[src/rtl/instr_fetch_queue_if.sv]
// Fetch-stage bus: instruction memory port, branch redirect and decode handshake.
interface instr_fetch_queue_if;
  localparam int unsigned XLEN = 32;

  logic            imem_req;
  logic [XLEN-1:0] imem_addr;
  logic [XLEN-1:0] imem_rdata;
  logic            branch_valid;
  logic [XLEN-1:0] branch_target;
  logic            instr_valid;
  logic            instr_ready;
  logic [XLEN-1:0] instr_out;
  logic [XLEN-1:0] pc_out;
  logic [XLEN-1:0] pc_plus8_out;

  modport master (
    output imem_req, imem_addr,
    input  imem_rdata,
    input  branch_valid, branch_target,
    output instr_valid,
    input  instr_ready,
    output instr_out, pc_out, pc_plus8_out
  );

  modport slave (
    input  imem_req, imem_addr,
    output imem_rdata,
    output branch_valid, branch_target,
    input  instr_valid,
    output instr_ready,
    input  instr_out, pc_out, pc_plus8_out
  );
endinterface

[src/rtl/instr_fetch_queue.sv]
// Fetch PC, instruction memory requests and a prefetch queue feeding decode.
// Redirects flush both queued entries and the in-flight fetch.
module instr_fetch_queue #(
  parameter int unsigned DEPTH    = 4,
  parameter logic [31:0] RESET_PC = 32'h0000_0000
) (
  input logic                 clk,
  input logic                 rst,
  instr_fetch_queue_if.master bus
);
  localparam int unsigned XLEN = 32;
  localparam int unsigned PW   = (DEPTH > 1) ? $clog2(DEPTH) : 1;
  localparam int unsigned CW   = PW + 1;

  logic [XLEN-1:0] fpc;
  logic [XLEN-1:0] q_pc    [DEPTH];
  logic [XLEN-1:0] q_instr [DEPTH];
  logic [PW-1:0]   head;
  logic [PW-1:0]   tail;
  logic [CW-1:0]   count;
  logic            inflight;
  logic [XLEN-1:0] inflight_pc;

  logic req_c;
  logic push_c;
  logic pop_c;
  logic unused_bt_c;

  // Credit check counts the in-flight word so a return always has a free slot.
  always_comb begin
    req_c  = 1'b0;
    push_c = 1'b0;
    pop_c  = 1'b0;
    req_c  = !rst && !bus.branch_valid &&
             ((count + CW'(inflight)) < CW'(DEPTH));
    push_c = inflight && !bus.branch_valid;
    pop_c  = (count != CW'(0)) && bus.instr_ready;
  end

  assign unused_bt_c = ^bus.branch_target[1:0];

  always_ff @(posedge clk or posedge rst) begin
    if (rst) begin
      fpc         <= RESET_PC;
      head        <= '0;
      tail        <= '0;
      count       <= '0;
      inflight    <= 1'b0;
      inflight_pc <= '0;
      for (int i = 0; i < int'(DEPTH); i++) begin
        q_pc[i]    <= '0;
        q_instr[i] <= '0;
      end
    end else if (bus.branch_valid) begin
      fpc      <= {bus.branch_target[XLEN-1:2], 2'b00};
      head     <= '0;
      tail     <= '0;
      count    <= '0;
      inflight <= 1'b0;
    end else begin
      if (push_c) begin
        q_pc[tail]    <= inflight_pc;
        q_instr[tail] <= bus.imem_rdata;
        tail          <= tail + PW'(1);
      end
      if (pop_c) begin
        head <= head + PW'(1);
      end
      case ({push_c, pop_c})
        2'b10:   count <= count + CW'(1);
        2'b01:   count <= count - CW'(1);
        default: count <= count;
      endcase
      inflight <= req_c;
      if (req_c) begin
        inflight_pc <= fpc;
        fpc         <= fpc + XLEN'(4);
      end
    end
  end

  assign bus.imem_req     = req_c;
  assign bus.imem_addr    = fpc;
  assign bus.instr_valid  = (count != CW'(0));
  assign bus.instr_out    = q_instr[head];
  assign bus.pc_out       = q_pc[head];
  assign bus.pc_plus8_out = q_pc[head] + XLEN'(8);
endmodule

[src/flat_wrapper.sv]
// flat-port wrapper written by rule: the top's interface ports become plain ports
module instr_fetch_queue_flat 
#(
  parameter int unsigned DEPTH    = 4,
  parameter logic [31:0] RESET_PC = 32'h0000_0000
)
  (clk, rst, bus_imem_req, bus_imem_addr, bus_imem_rdata, bus_branch_valid, bus_branch_target, bus_instr_valid, bus_instr_ready, bus_instr_out, bus_pc_out, bus_pc_plus8_out);
  instr_fetch_queue_if bus_i ();
  input logic clk;
  input logic rst;
  output wire logic [$bits(bus_i.imem_req)-1:0] bus_imem_req;
  output wire logic [$bits(bus_i.imem_addr)-1:0] bus_imem_addr;
  input wire logic [$bits(bus_i.imem_rdata)-1:0] bus_imem_rdata;
  input wire logic [$bits(bus_i.branch_valid)-1:0] bus_branch_valid;
  input wire logic [$bits(bus_i.branch_target)-1:0] bus_branch_target;
  output wire logic [$bits(bus_i.instr_valid)-1:0] bus_instr_valid;
  input wire logic [$bits(bus_i.instr_ready)-1:0] bus_instr_ready;
  output wire logic [$bits(bus_i.instr_out)-1:0] bus_instr_out;
  output wire logic [$bits(bus_i.pc_out)-1:0] bus_pc_out;
  output wire logic [$bits(bus_i.pc_plus8_out)-1:0] bus_pc_plus8_out;
  assign bus_imem_req = bus_i.imem_req;
  assign bus_imem_addr = bus_i.imem_addr;
  assign bus_i.imem_rdata = bus_imem_rdata;
  assign bus_i.branch_valid = bus_branch_valid;
  assign bus_i.branch_target = bus_branch_target;
  assign bus_instr_valid = bus_i.instr_valid;
  assign bus_i.instr_ready = bus_instr_ready;
  assign bus_instr_out = bus_i.instr_out;
  assign bus_pc_out = bus_i.pc_out;
  assign bus_pc_plus8_out = bus_i.pc_plus8_out;
  instr_fetch_queue #(.DEPTH(DEPTH), .RESET_PC(RESET_PC)) u_core (.clk(clk), .rst(rst), .bus(bus_i));
endmodule
[config.mk]
export PLATFORM = sky130hd
export DESIGN_NAME = instr_fetch_queue_flat
export DESIGN_NICKNAME = d
export VERILOG_FILES = /design/src/rtl/instr_fetch_queue_if.sv /design/src/rtl/instr_fetch_queue.sv /design/src/flat_wrapper.sv
export SDC_FILE = /design/constraint.sdc
export NUM_CORES = 1
export LEC_CHECK = 0
export BUFFER_PORTS_ARGS = -buffer_cell sky130_fd_sc_hd__buf_4
export CAP_MARGIN = 30
export CELL_PAD_IN_SITES_DETAIL_PLACEMENT = 1
export CELL_PAD_IN_SITES_GLOBAL_PLACEMENT = 2
export CORE_MARGIN = 2
export CORE_UTILIZATION = 41
export CTS_CLUSTER_DIAMETER = 40
export DETAILED_ROUTE_END_ITERATION = 7
export HOLD_SLACK_MARGIN = 0.1
export PLACE_DENSITY_LB_ADDON = 0.3
export RECOVER_POWER = 50
export SYNTH_ARGS = -nofsm -noshare
export SYNTH_HDL_FRONTEND = slang
export SYNTH_SLANG_ARGS = --single-unit
[constraint.sdc]
create_clock -name clk -period 13.3 [get_ports clk]
set_clock_uncertainty 0.1 [all_clocks]
set_input_delay 1.33 -clock clk [delete_from_list [all_inputs] [get_ports clk]]
set_output_delay 1.33 -clock clk [all_outputs]
set_load 0.005 [all_outputs]
; ---- Word-level counts from Yosys, hierarchy flattened
; Cells that the tools add are included.
[totals]
output_inout_bits = 130
in_bits = 68
elab_cells = 63
ff_bits = 328
[op_classes]
n_lt_le_gt_ge = 4
n_eq_ne = 2
mux = 19
bitwise_logic = 3
reduce_logical = 14
n_addsub = 7
[ops]
columns = cell, n
row1 = $bwmux W128, 2
row2 = $mux W32, 7
row3 = $bmux W32 S2, 2
row4 = $demux W32 S2, 1
row5 = $add A32 B3 Y32 const B, 1
row6 = $add A32 B4 Y32 const B, 1
row7 = $mux W2, 4
row8 = $ge A3 B3 Y1 const B, 2
row9 = $not A2 Y3, 2
row10 = $pmux W3 S2, 1
row11 = $reduce_bool A2 Y1, 3
row12 = $reduce_bool A3 Y1, 2
row13 = $logic_and A1 B1 Y1, 5
row14 = $add A2 B1 Y2 const B, 2
row15 = $reduce_and A2 Y1, 2
row16 = $add A3 B1 Y3, 1
row17 = $add A3 B1 Y3 const B, 1
row18 = $lt A3 B1 Y1 const B, 1
row19 = $lt A3 B3 Y1 const B, 1
row20 = $mux W3, 1
row21 = $sub A3 B1 Y3 const B, 1
row22 = $eq A2 B1 Y1 const B, 1
row23 = $eq A2 B2 Y1 const B, 1
row24 = $logic_not A1 Y1, 2
row25 = other kinds (2), 2

; ---- Depth between registers and ports, before layout
; Gate-level depths: netlist of the first run.
[depth]
ltp_word = 6
ltp_mapped = 9
depth_no_buf = 7

; ---- Worst setup path after synthesis of the first run
; OpenSTA, ideal clock, no wires.
[synth_timing]
kind = input-to-output
startpoint = input port rst
endpoint = output port bus_imem_req
n_path_buf = 0
slack_ps = 3172
t_arrival_ps = 8698
cell_stages = 3
t_required_ps = 11870
path_cell_list = inv_1 -> o21a_1 -> and2_1
[synth_between]
elab_chain_cells = 3
[synth_rtl]
columns = item, line_no
row1 = "start, declared", flat_wrapper.sv:10  ; input logic rst;
row2 = $logic_not A1 Y1 (no source line), -
row3 = $logic_and A1 B1 Y1 (2 in series), instr_fetch_queue.sv:34  ; req_c = !rst && !bus.branch_valid &&
row4 = "end, declared", flat_wrapper.sv:11  ; output wire logic [$bits(bus_i.imem_req)-1:0] bus_imem_req;
; Every way passes these cells.

; ---- Worst setup path after layout of the first run
[layout_timing]
startpoint = input port bus_branch_valid
endpoint = register u_core.q_pc[17] in the netlist's numbering
[layout_between]
elab_chain_cells = 3
word_cells_on_any_way = 4
cone_classes = bitwise: 1 / reduce/logical: 3
[layout_rtl]
columns = item, line_no
row1 = "start, declared", flat_wrapper.sv:14  ; input wire logic [$bits(bus_i.branch_valid)-1:0] bus_branch_valid;
row2 = $logic_not A1 Y1, instr_fetch_queue.sv:36  ; push_c = inflight && !bus.branch_valid;
row3 = $logic_and A1 B1 Y1, instr_fetch_queue.sv:36
row4 = $reduce_and A2 Y1 (no source line) *, -
row5 = "end signal, assigned by index", instr_fetch_queue.sv:62  ; q_pc[tail] <= inflight_pc;
row6 = "end, declared", instr_fetch_queue.sv:16  ; logic [XLEN-1:0] q_pc [DEPTH];
; Mark *: on every way between the ends. The rest lies on a longest branch, timed or not.
; A chain may end at the register's enable or synchronous reset.

==> impl_summary.md, run 1 <==
Die
The die width is 193 um. The standard-cell row count is 69. The count of boundary I/O pins is 198. The floorplan die area is 37,100 sq um. The placeable core region is 35,300 sq um. The overall die height is 193 um. The starting density of the core is 41.3%.

Timing
The time the worst path needs with I/O delays and setup is 7.00 ns. The final hold violation count came to 0. The headroom to the max-slew limit is -154%.

Setup slack closes at 6.30 ns. Setup repair after global routing left no endpoint under its margin. The transition time at the pin with the least slew margin is 3.81 ns. The final-report max-slew violation count came to 400. For this run, the top clock speed supported by timing is 143 MHz. The final hold slack is 0.396 ns. Setup violations remaining at the end of the flow were counted as 0. Summed over all failing endpoints, the final setup total negative slack is 0 ns. Of the available clock period, the critical path in the final layout requires 52.6%.

Clock tree
The CTS tree is done. The number of gates resized after CTS is 0. The number of buffers added for setup after CTS is 0.

The clock root buffer master is sky130_fd_sc_hd__clkbuf_16. The clock passes through at most 3 buffers. Hold repair after CTS inserted 0 buffers. The clock-pin slew on the worst setup and hold paths is 0.06 ns. The number of clock sinks seen by CTS is 316. The H-tree was split into 2 levels. The later pin in the worst-skew pair is clocked with a latency of 0.56 ns. The number of CTS-inserted buffers is 50.

Power
The analysis attributes to cell leakage a power of 8.35 nW. The power consumption is 4.14 mW. The total power density per cell area is 228 nW/um^2. The worst-case IR drop observed on VDD is 0.000116 V.

Run
Max-cap violations in this run came to 8.

Outcome
The final reports fail on max-capacitance violations, max-slew violations. The run finished, with violations left.

Final layout
The final net count is 1,271. The layout-stage area growth over the synthesis result is 24.4%. The post-route netlist has 51.0% of its cells at a drive strength greater than 1. The area of combinational cells with multiple inputs is 6300 sq um. Fill cells in the final layout number 3,507. Summing all flip-flop and latch instances after layout gives 7920 sq um.

Setup path
STA puts the critical path data required time at 13.63 ns. The slowest stage of the critical path belongs to the cell sky130_fd_sc_hd__clkbuf_1. Setup slack on the worst reg-to-reg path comes out at 8.58 ns. The worst register-to-register path ends at u_core.q_pc[17]. The largest stage delay on the critical path is 2.58 ns. On the critical path the largest part of the delay comes from buffers and inverters. The path depth of the worst reg2reg path is 4. STA classifies the critical path startpoint as an input pin. STA classifies the critical path endpoint as a flop. The start-to-end type of the worst setup path is in2reg. The cell occurring most often along the worst timing path is sky130_fd_sc_hd__clkbuf_1. The signal on the critical path passes through clkbuf_1 -> nor2b_1 -> nand2_1 -> clkbuf_1 -> mux2_2.

The startpoint identified for the worst register-to-register timing path is u_core.inflight. The number of buffer and inverter stages on the critical path is 2. Along the worst path, the maximum fanout reaches 68. The critical path data arrival time is 7.33 ns.

Yosys
The cell with the most instances after synthesis is sky130_fd_sc_hd__dfrtp_1. Dividing the synthesized area by the synthesized cell count gives 14.5 sq um. The fraction of post-synthesis cell area in the top cell type by area is 54.2%. Ranked by instance count, the synthesized netlist is headed by sky130_fd_sc_hd__dfrtp_1, sky130_fd_sc_hd__mux2_2, sky130_fd_sc_hd__mux4_2, sky130_fd_sc_hd__nand2_1, sky130_fd_sc_hd__clkbuf_1. The cell area that synthesis handed to floorplanning was 14,600 sq um.

The synthesized design contains 316 register bits. Ranked by total cell area, the synthesized netlist is headed by sky130_fd_sc_hd__dfrtp_1, sky130_fd_sc_hd__mux2_2, sky130_fd_sc_hd__mux4_2. In the synthesized netlist the dominant register cell turns out to be sky130_fd_sc_hd__dfrtp_1. The number of flops mapped to enable cells by yosys is 0. The proportion of register bits with asynchronous set or reset after synthesis is 100%. For this run, the number of Yosys warnings is 0.

The post-synthesis sequential area ratio is 54.2%. The top cell type by total area after synthesis is sky130_fd_sc_hd__dfrtp_1. Synthesis handed over a netlist of 1,003 instances.

The count of different cell masters after synthesis is 49.

Hold path
The class of the tightest hold or removal check is reg2reg. The worst hold path begins at u_core.q_pc[43]. The worst hold path terminates at u_core.q_pc[43]. The number of cells on the worst hold path is 1.

Detailed routing
The total wire length is 36.2 mm. The number of design rule violations left after detail routing is 0. After the first detailed-routing iteration, the DRC count stood at 324. The number of iterations in the first detailed-routing pass is 4. The vias per cell is 5.33. The count of nets left with antenna violations once routing finished came out at 0. The detailed router placed 9,047 vias in this run. Dividing the detail-routed wire length by the instance count gives 21.3 um.

Placed design
The placer's final routability congestion estimate is 0.718. The worst setup slack after placement is 8.26 ns. The number of port buffers is 189.

Detailed placement ended at an HPWL of 23.0 mm.

Global route
The maximum number of pins on one net before global-route repair is 73. The total global routing overflow is 0. Global routing used 19.9% of the available tracks. The wire length of the first global-routing pass is 56.4 mm. The number of global-route vias before repair was 9,827. The initial antenna violation count is 0.
## worst max-delay path by stage
stage	from	endpoint	slack, ns	cells past startpoint
after floorplan	rst	u_core.bus.imem_addr[10]	3.00	1
after global placement	u_core.head[1]	bus_pc_plus8_out[31]	8.25	7
after detailed placement	u_core.head[1]	bus_pc_plus8_out[31]	8.26	8
after CTS	u_core.head[1]	bus_pc_plus8_out[31]	7.65	8
after global routing	bus_branch_valid	u_core.q_pc[17]	5.70	5
final	bus_branch_valid	u_core.q_pc[17]	6.30	5
## layout by cell type, fill, tap and decap left out, drive strengths merged, types with 17 or more instances in the layout
master and instances:
inv 19, nand2 58, dfrtp 316, buf 163, o21ai 28, xnor2 33
clkbuf 96, xor2 26, mux2 278, nor3 17, mux4 62
## metrics by stage
step / util (%) / instance area, sq um / instances
5_1_grt: 51.4 / 18100 / 1697
6_report: 51.4 / 18200 / 1698
4_1_cts: 51.7 / 18300 / 1697
3_3_place_gp: 46.4 / 16400 / 1601
2_1_floorplan: - / 14600 / 1008
3_5_place_dp: 46.7 / 16500 / 1605
## cell families (layout without fill, tap and decap cells)
family / Yosys count / count (layout) / synth area share, %
muxes: 344 / 344 / 31.4
DFF: 316 / 316 / 54.2
and+or+nand+nor: 160 / 160 / 6.01
buffers and inverters: 79 / 307 / 2.58
xor gates and xnor gates: 59 / 59 / 3.54
AOI/OAI and AO/OA: 37 / 37 / 1.56
adders and majority gates: 7 / 7 / 0.652
other: 1 / 7 / 0.0257
## worst reg2reg max path: stages (launching register included)
cell and delay (ns):
sky130_fd_sc_hd__dfrtp_1 0.48, sky130_fd_sc_hd__nor2b_1 0.24, sky130_fd_sc_hd__nand2_1 0.65, sky130_fd_sc_hd__clkbuf_1 2.58
sky130_fd_sc_hd__mux2_2 0.54
## per-layer routing
layer / vias up / routed length, um / global-route usage (%) / part of all wire [%]
met5: - / 0 / 0 / 0
met4: 0 / 799 / 5.73 / 2.2
met3: 53 / 1510 / 3.46 / 4.2
met2: 193 / 16900 / 31.3 / 47
met1: 4750 / 16900 / 28.3 / 47
li1: 4051 / - / - / -
## report_power, final
| part | switching, mW | internal (mW) |
|---|---|---|
| clock network | 0.484 | 0.890 |
| registers | 0.233 | 1.24 |
| logic | 0.519 | 0.769 |
| total | 1.24 | 2.90 |
## area by class of cell
cell class | count | share of cell area, %
clock buffers | 58 | 7.22
repair buffers | 201 | 8.35
multi-input cells | 613 | 34.7
clock inverters | 34 | 2.61
flip-flops and latches | 316 | 43.6
diodes | 1 | 0.0138
well taps | 461 | 3.18
inverters | 14 | 0.296
## sequential cells by signal, summed over array words and instances (netlist names)
register	flops
u_core.bus.imem_addr	30
u_core.q_pc	120
u_core.inflight	1
u_core.tail	2
u_core.inflight_pc	30
u_core.count	3
u_core.q_instr	128
u_core.head	2
No activity file was read; power rests on OpenSTA's default activity.
==> run 2, diff against run 1 <==
ABC_AREA = 1   (was default)
CORE_UTILIZATION = 34   (was 41)
clock period = 7.1 ns   (was 13.3 ns; I/O delays follow)
==> run 2 against run 1 <==
The flow still finishes with violations (max-capacitance violations, max-slew violations). Die area increased by 29%. Combinational power is 120% higher. First-iteration DRC count grew to 2.6 times the previous value. Area after synthesis up 7.9%. Flip-flop and latch count did not move. Cell count rose by 68%. Worst setup slack got worse by 4.3 ns. Core utilization is 8.6 points lower. Routed wire length up 41%. Global-route usage rose by 1.7 points. Highest routed layer unchanged.
==> impl_summary.md, run 2 <==
Outcome
The run finished, with violations left. The checks that failed: max-capacitance violations, max-slew violations.

Power
The internal power of the cells totals 5.28 mW. The combinational power share is 34.1%. The relative contribution of sequential cells to total power is 32.2%. The total power density per cell area is 435 nW/um^2. Summing internal, switching and leakage power gives 8.48 mW.

The clock share of power is 33.7%. The maximum vdd drop is 0.000187 V. The switching component of the power is 3.20 mW.

The static power due to leakage is 9.43 nW. The proportion of total power due to net switching is 37.7%.

Yosys
In the post-synthesis netlist, the cell with the most instances is sky130_fd_sc_hd__nand2_1. The number of flops mapped to enable cells by yosys is 0. The post-synthesis instance area is 15,700 sq um. The synthesized design devotes to its leading area cell type 50.3% of total area. The register bit total from synthesis is 316. For this run, the number of Yosys warnings is 0.

Sorting the synthesized cells by how often they occur yields sky130_fd_sc_hd__nand2_1, sky130_fd_sc_hd__o21ai_0, sky130_fd_sc_hd__dfrtp_1. The top cell type by total area after synthesis is sky130_fd_sc_hd__dfrtp_1. In this run, distinct cell masters in the synthesized netlist total 37.

By area the synthesized netlist is led by sky130_fd_sc_hd__dfrtp_1, sky130_fd_sc_hd__nand2_1, sky130_fd_sc_hd__o21ai_0. The synthesized instance count is 2,045. Dividing the synthesized area by the synthesized cell count gives 7.69 sq um.

The post-synthesis sequential area ratio is 50.3%. The most frequently used flop master after synthesis is sky130_fd_sc_hd__dfrtp_1. The proportion of register bits with asynchronous set or reset after synthesis is 100%.

Clock tree
The number of setup buffers added after CTS is 0. Clock-pin slew was measured on the worst setup and hold paths at 0.06 ns. The clock passes through at most 3 buffers.

The number of CTS-inserted buffers is 60. In this run the number of H-tree levels came out at 2. TritonCTS built the clock tree. The number of gates resized after CTS is 0. The tree is rooted in a sky130_fd_sc_hd__clkbuf_16.

The clock insertion delay at the later pin of the skew report is 0.61 ns. The number of clock sinks seen by CTS is 316.

Setup path
Data arrives at the worst endpoint at 4.47 ns. The path depth of the worst reg2reg path is 10. STA classifies the critical path endpoint as an asynchronous set/reset pin. For the worst setup path, the data required time is 6.51 ns. STA classifies the critical path startpoint as an input pin. The start-to-end type of the worst setup path is in2async. Of all nets on the critical path, the largest fanout is 130.

Die
The overall die height is 219 um. The standard-cell row count is 78. The total area inside the core boundary comes to 45,600 sq um. The count of boundary I/O pins is 198. The floorplan step set the die width to 219 um. The starting density of the core is 34.5%. The floorplan die area is 48,000 sq um.

Placed design
The number of port buffers is 189. The placer's final routability congestion estimate is 0.821. The final HPWL from detailed placement is 32.4 mm.

Detailed routing
Once detail routing completed, the nets flagged for antenna violations numbered 0. The number of iterations in the first detailed-routing pass is 7. Wires add up to 50.9 mm. The average wire per standard cell is 17.9 um.

The routed layout has 14,100 vias. After detailed routing, the number of remaining DRC violations is 0. The vias per cell is 4.94. The initial detailed-routing violation count is 853.

Global route
The overall routing resource usage is 21.6%. The maximum number of pins on one net before global-route repair is 165. The wire length of the first global-routing pass is 81.4 mm. The number of global-route vias before repair was 14,800. The initial antenna violation count is 0. The total global routing overflow is 0.

Final layout
The flip-flop count of the largest register after layout is 128. The largest registers in the layout are u_core.q_instr: 128 flops, u_core.q_pc: 120 flops. Cells with a size suffix above 1 make up 15.1% of the layout. The top cell types in the final layout, fill and taps aside, are sky130_fd_sc_hd__nand2_1, sky130_fd_sc_hd__o21ai_0, sky130_fd_sc_hd__dfrtp_1. The filler cell count in the final layout is 5,517. The count of inserted antenna diode cells is 0. The register with the highest flop count is u_core.q_instr. The commonest non-fill, non-tap cell in the layout is sky130_fd_sc_hd__nand2_1. The area growth from synthesis to layout is 24.0%. The final layout contains 2,270 nets.

Timing
Setup repair after global routing left no endpoint under its margin. Dividing the final minimum period by the clock period gives 71.3%. The final-report max-slew violation count came to 484. The final hold violation count is 0. Derived from the worst setup path, the maximum achievable clock frequency is 198 MHz. The transition time at the pin with the least slew margin is 3.29 ns.

Setup violations remaining at the end of the flow were counted as 0. The time the worst path needs with I/O delays and setup is 5.06 ns. The sum of negative setup slack is 0 ns. The headroom to the max-slew limit is -119%.

Run
The max-cap check violation count is 7.

Hold path
The number of cells on the worst hold path is 3. The class of the tightest hold or removal check is in2reg.
run 2: metal layers:
metal  vias up  wire length, um  track usage [%]
met3        62             2160             3.70
li1       6910                -                -
met5         -                0                0
met4         0              903             5.43
met1      6844            24100             29.6
met2       247            23700             35.5
run 2: logic make-up (layout without fill, tap and decap cells):
kind of cell    count (synthesis)  in the layout  share of synthesized area [%]
fa+ha+maj                       7              7                          0.604
other cells                     1              6                         0.0238
buf+inv                       269            465                           7.41
flops                         316            316                           50.3
simple gates                  990            990                           25.5
xor+xnor                       33             33                           1.84
compound gates                429            429                           14.4
run 2: cell type report:
cell class              count  area (sq um)  share of cell area [%]
clock buffers              75          1680                    8.60
repair buffers            203          1520                    7.77
flip-flops and latches    316          7910                    40.6
inverters                 149           566                    2.90
multi-input cells        1465          6680                    34.3
clock inverters            38           402                    2.06
well taps                 600           751                    3.85
run 2: worst max-delay path, cell delays in order:
cell and delay, ns:
sky130_fd_sc_hd__dlygate4sd3_1 0.53, sky130_fd_sc_hd__clkbuf_1 0.12, sky130_fd_sc_hd__clkinvlp_2 0.74, sky130_fd_sc_hd__clkbuf_2 2.35
run 2: timing repair:
item | CTS | global route
setup endpoints to repair | 0 | 0
hold buffers | 1 | 0
hold endpoints to repair | 22 | 0
run 2: worst paths after layout:
path / from / to / slack, ns
worst max-delay path: rst / u_core.head[0] / 2.04
worst min-delay path: bus_branch_target[5] / u_core.bus.imem_addr[5] / 0.21
worst max register to register: u_core.count[2] / u_core.bus.imem_addr[17] / 2.48
worst min register to register: u_core.q_pc[3] / u_core.q_pc[3] / 0.37
max in group clk: u_core.head[1] / bus_pc_plus8_out[31] / 2.18
min in group asynchronous: rst / u_core.bus.imem_addr[5] / 0.82
run 2: power groups by stage:
stage	sequential (mW)	clock, mW	combinational [mW]
final	2.73	2.86	2.89
after global routing	2.79	3.01	3.27
after CTS	2.72	2.93	2.96
after detailed placement	2.74	0	2.94
after global placement	2.72	0	2.86
after floorplan	2.58	0	1.69
run 2: stage by stage:
step                worst slack (ns)  utilization (%)  instances  hold WS (ns)  instance area [sq um]
floorplan                       2.08                -       2050         0.348                  15800
global placement                2.67             38.4       2731         0.361                  17500
detailed placement              2.69             38.4       2732         0.368                  17500
CTS                             2.05             43.0       2846         0.178                  19600
global route                    1.21             42.8       2846         0.213                  19500
finish                          2.04             42.8       2846         0.213                  19500
==> run 3, diff against run 2 <==
clock period = 4.9 ns   (was 7.1 ns; I/O delays follow)
==> run 3 against run 2 <==
The run still ends with max-capacitance violations, max-slew violations left. Hold slack worse by 0.11 ns. Register-to-register slack worse by 1.6 ns. Core utilization up 1.2 points. Routed wire length increased by 1.3%. Final area grew 2.8%. Flip-flop and latch count did not move. Sequential power grew 43%. Largest cell class unchanged.
==> impl_summary.md, run 3 (synthesis results as in run 2) <==
Outcome
The flow ran to the end, but the final reports show violations. The checks that failed: max-capacitance violations, max-slew violations.

Detailed routing
For this block, the routed nets add up to 51.6 mm of wire. In this run the remaining antenna-violating nets after routing total 0. In the final routed layout, each cell accounts on average for 17.8 um.

In this run, the number of DRC markers left after iteration 0 of detailed routing was 875. The first TritonRoute pass finished after 5 iterations. In the routed design, unresolved DRC markers number 0.

The final route contains 14,300 vias. Dividing the detail-routed via count by the number of cells gives 4.94.

Final layout
The library cell used most frequently in the layout, excluding fill and tap cells, is sky130_fd_sc_hd__nand2_1. The largest registers in the layout are u_core.q_instr: 128 flops, u_core.q_pc: 120 flops. The filler cells instantiated in the layout total 5,502. The layout-stage area growth over the synthesis result is 27.5%. Cells fill 44.0% of the core in the end. Leaving out fill and tap cells, the most frequent cells in the layout are sky130_fd_sc_hd__nand2_1, sky130_fd_sc_hd__o21ai_0, sky130_fd_sc_hd__dfrtp_1. More flip-flops sit in one register than any other, and that register is u_core.q_instr. The post-route netlist has 15.2% of its cells at a drive strength greater than 1. The number of antenna diodes in the final layout is 0. The flip-flop count of the largest register after layout is 128. The final net count is 2,320.

Power
For this design the static power due to leakage is 9.70 nW. The maximum vdd drop is 0.000307 V. The completed layout was analyzed and its total power is 12.5 mW. Power spread over the standard cell area amounts to 621 nW/um^2.

Die
The starting density of the core is 34.5%. The die width is 219 um. The floorplan die area is 48,000 sq um.

The placeable core region is 45,600 sq um. The count of boundary I/O pins is 198. The floorplan step set the die height to 219 um. The floorplan has 78 rows.

Setup path
STA classifies the critical path endpoint as an output pin. Of all nets on the critical path, the largest fanout is 39. The worst endpoint required time is 4.31 ns. Data on the critical path arrives at its endpoint at 3.55 ns. The start-to-end type of the worst setup path is reg2out. The sort of element at the start of the critical path is a flop.

Placed design
The placer's final routability congestion estimate is 0.797. Port buffering added 189 buffers. The HPWL after detailed placement is 33.2 mm.

Clock tree
The number of clock sinks seen by CTS is 316. The clock-pin slew on the worst setup and hold paths is 0.05 ns. The number of CTS-inserted buffers is 58. In this run the post-CTS setup repair buffer count came out at 0.

CTS built an H-tree with a depth of 2. After clock tree synthesis, the flow added hold-fix buffers numbering 47. The number of gates resized after CTS is 0. The buffer depth of the longest clock path is 3. The clock root buffer master is sky130_fd_sc_hd__clkbuf_16.

The clock insertion delay at the later pin of the skew report is 0.61 ns. TritonCTS built the clock tree.

Timing
For this run, the top clock speed supported by timing is 241 MHz. The time the worst path needs with I/O delays and setup is 4.14 ns. Adding up every negative setup slack in the final design gives 0 ns. The final-report max-slew violation count is 310. The headroom to the max-slew limit is -148%. Setup repair after global routing left no endpoint under its margin.

Setup violations remaining at the end of the flow were counted as 0. The post-route fraction of the period consumed by the critical path is 84.5%. The final hold violation count is 0. The transition time at the pin with the least slew margin is 3.72 ns.

Global route
The maximum number of pins on one net before global-route repair is 172. For this run, the total global-route usage over all layers was measured as 22.0%. The first global-routing pass estimated 83.2 mm of wire. The number of global-route vias before repair is 15,100. The initial antenna violation count was 0. The total global routing overflow is 0.

Run
Across the run, the number of max-cap violations was 4.

Hold path
The path class of the tightest hold or removal check is in2async.
run 3: cell types whose count changed in the layout (fill, tap and decap cells not counted), moves of 4 or more:
cell	previous run	this run
sky130_fd_sc_hd__buf_4	166	173
sky130_fd_sc_hd__bufinv_16	3	10
sky130_fd_sc_hd__clkbuf_1	14	9
sky130_fd_sc_hd__clkbuf_8	12	7
sky130_fd_sc_hd__clkinv_2	6	10
sky130_fd_sc_hd__clkinvlp_4	9	5
sky130_fd_sc_hd__dlygate4sd3_1	1	47
sky130_fd_sc_hd__inv_8	4	0
run 3: final cells by class:
type                       count  area [sq um]  area share, %
multi-input combinational   1465          6700           33.4
inverter                     149           566           2.82
timing repair buffer         255          2020           10.1
tap                          600           751           3.74
sequential                   316          7910           39.5
clock buffer                  66          1550           7.74
clock inverter                43           553           2.76
run 3: final timing paths:
kind / startpoint / endpoint / slack, ns / depth (start not counted)
worst max-delay path: u_core.head[0] / bus_pc_plus8_out[29] / 0.76 / 14
worst min-delay path: rst / u_core.q_instr[99] / 0.10 / 3
worst max register to register: u_core.count[2] / u_core.bus.imem_addr[29] / 0.89 / 10
worst min register to register: u_core.q_instr[81] / u_core.q_instr[81] / 0.37 / 2
max in group asynchronous: rst / u_core.q_pc[90] / 1.23 / 3
min in group clk: bus_imem_rdata[27] / u_core.q_instr[59] / 0.13 / 3
run 3: metrics by stage:
step                      instances  area [sq um]  setup WS (ns)  hold slack [ns]
after global routing           2894         20100          0.414            0.114
final                          2894         20100          0.759            0.102
after CTS                      2894         20100          0.681            0.101
after detailed placement       2738         17500           1.32            0.367
after global placement         2737         17500           1.35            0.362
after floorplan                2050         15800         0.0992            0.348
run 3: report_power, final:
| group | total, mW | internal [mW] | leakage (nW) | switching [mW] |
|---|---|---|---|---|
| Combinational | 4.25 | 1.67 | 4.52 | 2.57 |
| Sequential | 3.91 | 3.38 | 4.16 | 0.537 |
| Clock | 4.30 | 2.82 | 1.03 | 1.48 |
| Total | 12.5 | 7.87 | 9.70 | 4.59 |
run 3: worst max-delay path, cell delays in order, from the launching register on:
cell                      delay (ns)
sky130_fd_sc_hd__dfrtp_4        0.74
sky130_fd_sc_hd__buf_4          0.47
sky130_fd_sc_hd__nor2_1         0.07
sky130_fd_sc_hd__nor2_1         0.09
sky130_fd_sc_hd__o21ai_0        0.12
sky130_fd_sc_hd__nand2_2        0.23
sky130_fd_sc_hd__ha_1           0.34
sky130_fd_sc_hd__nand2_1        0.10
sky130_fd_sc_hd__nor2_2         0.22
sky130_fd_sc_hd__nand2_4        0.12
sky130_fd_sc_hd__nor2_4         0.13
sky130_fd_sc_hd__nand2_1        0.07
sky130_fd_sc_hd__nand2_1        0.06
sky130_fd_sc_hd__nand2_1        0.05
sky130_fd_sc_hd__buf_4          0.13
run 3: layer usage:
layer | vias to the layer above | track usage, % | wire [um]
met4 | 0 | 5.45 | 969
met1 | 7001 | 30.5 | 24900
met2 | 223 | 36.1 | 24000
met5 | - | 0 | 0
met3 | 68 | 3.31 | 1750
li1 | 7014 | - | -
